`config.mk`:
```
export PLATFORM = sky130hd
export DESIGN_NAME = game_ctrl
export DESIGN_NICKNAME = d
export VERILOG_FILES = /design/src/rtl/game_ctrl.sv
export SDC_FILE = /design/constraint.sdc
export NUM_CORES = 1
export LEC_CHECK = 0
export ABC_AREA = 1
export CAP_MARGIN = 15
export CORE_AREA = 3 3 40 42
export DETAILED_ROUTE_END_ITERATION = 7
export DIE_AREA = 0 0 43 45
export PLACE_DENSITY = 0.59
export SKIP_CTS_REPAIR_TIMING = 1
export SLEW_MARGIN = 10
export SYNTH_ARGS = -nofsm -noshare
export SYNTH_HDL_FRONTEND = slang
export SYNTH_SLANG_ARGS = --single-unit
```
`constraint.sdc`:
```
create_clock -name clk -period 1.2 [get_ports clk]
set_input_delay 0.24 -clock clk [delete_from_list [all_inputs] [get_ports clk]]
set_output_delay 0.24 -clock clk [all_outputs]
set_load 0.01 [all_outputs]
```
`src/rtl/game_ctrl.sv`:
```
// Purpose : Pong game-flow FSM (new game, play, new ball, game over, optional pause)
//           driving the countdown timer handshake, score pulses and the graphics freeze.
// Latency : one cycle from a sampled input to a new state or pulse; gra_still follows the state register.
// Backpressure: none; hit/miss/timer_up are sampled every cycle and button edges are never queued.
//
// Ports:
//   clk, reset     system clock, synchronous active-high reset
//   btn[1:0]       paddle buttons (level); a rising edge on either bit is a press
//   pause_btn      pause request (level); only used when GAME_PAUSE_EN is defined
//   hit, miss      1-cycle pulses from the collision logic
//   timer_up       countdown timer reached zero
//   timer_start    1-cycle pulse: reload the countdown timer
//   gra_still      1 while play is not live
//   d_inc, d_clr   1-cycle pulses to the score counter
//   balls_left     remaining balls
//   state          0 NEWGAME, 1 PLAY, 2 NEWBALL, 3 OVER, 4 PAUSE
//
// Optional feature macro: GAME_PAUSE_EN (adds the PAUSE state).

module game_ctrl #(
    parameter int LIVES  = 3,
    parameter int BALL_W = 2
) (
    input  logic              clk,
    input  logic              reset,
    input  logic [1:0]        btn,
    input  logic              pause_btn,
    input  logic              hit,
    input  logic              miss,
    input  logic              timer_up,
    output logic              timer_start,
    output logic              gra_still,
    output logic              d_inc,
    output logic              d_clr,
    output logic [BALL_W-1:0] balls_left,
    output logic [2:0]        state
);

    typedef enum logic [2:0] {
        NEWGAME = 3'd0,
        PLAY    = 3'd1,
        NEWBALL = 3'd2,
        OVER    = 3'd3,
        PAUSE   = 3'd4
    } state_t;

    state_t            state_q, state_n;
    logic [BALL_W-1:0] balls_q, balls_n;
    logic              timer_start_q, timer_start_n;
    logic              d_inc_q, d_inc_n;
    logic              d_clr_q, d_clr_n;
    logic [1:0]        btn_d;
    logic              pause_d;
    logic              press;
    logic              pause_press;

    // Rising-edge detect so a held button produces a single press.
    assign press       = |(btn & ~btn_d);
    assign pause_press = pause_btn & ~pause_d;

`ifndef GAME_PAUSE_EN
    // Pause hardware is compiled out; keep the edge detector harmlessly dangling.
    logic unused_pause;
    assign unused_pause = pause_press;
`endif

    always_ff @(posedge clk) begin
        if (reset) begin
            state_q       <= NEWGAME;
            balls_q       <= BALL_W'(LIVES);
            timer_start_q <= 1'b0;
            d_inc_q       <= 1'b0;
            d_clr_q       <= 1'b0;
            btn_d         <= 2'b00;
            pause_d       <= 1'b0;
        end else begin
            state_q       <= state_n;
            balls_q       <= balls_n;
            timer_start_q <= timer_start_n;
            d_inc_q       <= d_inc_n;
            d_clr_q       <= d_clr_n;
            btn_d         <= btn;
            pause_d       <= pause_btn;
        end
    end

    always_comb begin
        state_n       = state_q;
        balls_n       = balls_q;
        timer_start_n = 1'b0;
        d_inc_n       = 1'b0;
        d_clr_n       = 1'b0;

        case (state_q)
            NEWGAME: begin
                if (press) begin
                    state_n = PLAY;
                    balls_n = BALL_W'(LIVES);
                    d_clr_n = 1'b1;
                end
            end

            PLAY: begin
                // A miss outranks both a simultaneous hit and a pause request.
                if (miss) begin
                    timer_start_n = 1'b1;
                    // "<= 1" rather than "== 1" keeps the counter from wrapping below zero.
                    if (balls_q <= BALL_W'(1)) begin
                        state_n = OVER;
                        balls_n = '0;
                    end else begin
                        state_n = NEWBALL;
                        balls_n = balls_q - BALL_W'(1);
                    end
                end else begin
                    if (hit) begin
                        d_inc_n = 1'b1;
                    end
`ifdef GAME_PAUSE_EN
                    if (pause_press) begin
                        state_n = PAUSE;
                    end
`endif
                end
            end

            // timer_up may still be high from the previous countdown during the
            // reload cycle, so it only counts once timer_start has dropped.
            NEWBALL: begin
                if (timer_up && press && !timer_start_q) begin
                    state_n = PLAY;
                end
            end

            OVER: begin
                if (timer_up && !timer_start_q) begin
                    state_n = NEWGAME;
                end
            end

`ifdef GAME_PAUSE_EN
            PAUSE: begin
                if (pause_press) begin
                    state_n = PLAY;
                end
            end
`endif

            default: begin
                state_n = NEWGAME;
            end
        endcase
    end

    assign timer_start = timer_start_q;
    assign d_inc       = d_inc_q;
    assign d_clr       = d_clr_q;
    assign balls_left  = balls_q;
    assign state       = state_q;
    assign gra_still   = (state_q != PLAY);

endmodule

```
==> impl_metrics.py <==
metrics = {
    "run_status": {
        "outcome": "finished clean",
    },
    "worst_setup_path": {
        "startpoint_type": "flop",
        "critPathKind": "reg -> out",
        "crit_fanout": 3,
        "end_kind": "primary output",
        "worstPathRequired_ps": 960,
        "reg2reg_depth": 7,
        "worstPathArrival_ps": 900,
    },
    "drt": {
        "wl_um": 1010,
        "drt_iter0_drc": 6,
        "route.detailed.drc": 0,
        "vias": 441,
        "avgViaCountPerCell": 4.41,
        "drt_pre_antenna_iters": 4,
        "drtAntennaViolNets": 0,
        "avgRoutedWirePerCell_um": 10.1,
    },
    "place": {
        "port_buffers": 14,
        "gp_congestion": 0.838,
        "dp_slack_ps": -136,
        "dp_hpwl_um": 720,
    },
    "layout": {
        "layout-drive-gt1-share_pct": 20.0,
        "nets": 94,
        "mostFrequentLayoutCells": "13 x nand2_1, 12 x inv_1, 11 x nor2_1",
        "final_common_cell": "nand2_1",
        "syn_to_final_growth_pct": 60.1,
        "n_antenna_cell": 0,
        "post-route-util_pct": 50.8,
    },
    "logic_synthesis": {
        "syn_area_um2": 408,
        "ys_top_cells_by_area": "dfxtp_1 44%, nand2_1 12%, inv_1 11%",
        "synth_top_family_by_area": "simple AND/OR/NAND/NOR gates",
        "syn-num-nets": 70,
        "synth_top_area_share_pct": 44.2,
        "synth.avg_cell_area_um2": 6.58,
        "synth_cells": 62,
        "muxShareOfSynthArea_pct": 0,
        "synthXorXnorAreaFrac_pct": 0,
        "synth-compound-area-share_pct": 7.36,
        "ys_types": 15,
        "ys_seq_elements": 9,
        "synth-simple-area-share_pct": 33.7,
        "yosys_warnings": 0,
        "synthAdderAreaFrac_pct": 0,
        "yosysTopAreaCell": "dfxtp_1",
        "yosysSeqAreaShare_pct": 44.2,
    },
    "clock_network": {
        "path_clk_slew_ps": 60,
        "cts.sinks": 9,
        "cts_root_buf": "clkbuf_4",
        "cts_buffer_depth": 2,
        "clk_latency_ps": 260,
        "cts_buffers": 3,
        "tritoncts": "built",
        "h-tree-depth": 1,
    },
    "power": {
        "clkPwrFrac_pct": 26.1,
        "swShare_pct": 31.9,
        "p_switching_mw": 0.292,
        "leakage_nw": 0.407,
        "internal_power_mw": 0.622,
        "p_seq_share_pct": 38.7,
        "p_comb_share_pct": 35.2,
        "p_per_area_nw_per_um2": 1400,
        "ir_worst_vdd_mv": 0.657,
    },
    "sta": {
        "fin_crit_ps": 1140,
        "max_freq_ghz": 0.881,
        "finalHoldViolCount": 0,
        "rsz0062_at_grt": "no",
        "post-route-period-util_pct": 94.6,
        "setup-violations-final": 0,
        "slew_violations": 0,
        "layout_setup_ws_ps": 64.9,
        "skew_ps": 3.75,
    },
    "global_routing": {
        "grt_pass1_wl_um": 1620,
        "antenna_found_initial": 0,
        "gr-usage-all-layers_pct": 11.6,
        "overflow": 0,
        "grt_pass1_vias": 413,
        "grt_max_degree": 6,
    },
    "floorplanning": {
        "die_height_um": 45,
        "core_um2": 1280,
        "num_io_pins": 17,
        "start_util_pct": 31.7,
        "die_width_um": 43,
        "design.die.area_um2": 1940,
        "rows": 13,
    },
    "flow_run": {
        "cap_violations": 0,
    },
    "hold_path": {
        "hp-class": "in -> reg",
        "hold_path_depth": 3,
    },
}
[power by group through the flow]
stage | logic, mW | registers (mW) | clock network [mW]
global route | 0.360 | 0.357 | 0.264
floorplan | 0.137 | 0.371 | 0
CTS | 0.325 | 0.347 | 0.249
finish | 0.322 | 0.354 | 0.239
detailed placement | 0.323 | 0.354 | 0
global placement | 0.321 | 0.354 | 0
[per-stage QoR]
stage               hold WS, ps  total power [mW]  setup TNS, ps  instance area, µm²  instances
floorplan                   311             0.508              0                 408         62
global placement            524             0.675           -528                 604         96
detailed placement          519             0.678           -558                 604         96
CTS                         515             0.921          -1710                 631        100
global route                534             0.982              0                 653        100
finish                      518             0.914              0                 653        100
[worst max-delay path, stage by stage, from the launching register on]
cell      delay (ps)
dfxtp_2          350
inv_2             50
nor2_4            70
inv_1             40
clkbuf_2         110
[metal layers]
metal	GRT usage, %	vias up	share of wire [%]
li1	-	227	-
met1	12.6	201	41
met2	18.9	9	52
met3	2.39	4	3.0
met4	10.8	0	3.9
met5	0	-	0
[final cells by class]
type | instances | area (µm²)
Fill cell | 126 | 632
Multi-Input combinational cell | 39 | 179
Clock buffer | 4 | 26.3
Timing Repair Buffer | 20 | 198
Tap cell | 15 | 18.8
Sequential cell | 9 | 183
Inverter | 13 | 48.8
[cells by family after synthesis]
family,Yosys count
and+or+nand+nor,32
buffers and inverters,14
DFF,9
other,1
AOI/OAI and AO/OA,6
[state kept, by name, summed over array words and instances (netlist names)]
name and count:
d_inc 1, btn_d 2, timer_start 1, state 2, balls_left 2, d_clr 1
[synthesized netlist by cell type]
library cell	number
a21oi_1	3
buf_4	1
conb_1	1
dfxtp_1	9
inv_1	12
inv_2	1
nand2_1	13
nand2_2	1
nand3_1	3
nand3_2	1
nand4_1	1
nor2_1	12
nor2_2	1
o21ai_0	2
o21ai_1	1
[path summary, 6_finish.rpt]
| check | slack (ps) | endpoint | startpoint |
|---|---|---|---|
| worst max-delay path | 60 | gra_still | state[0] |
| worst min-delay path | 520 | d_inc | hit |
| worst min register to register | 520 | balls_left[1] | balls_left[1] |
| worst max register to register | 140 | state[0] | state[0] |
Power figures use the tool's default switching activity.
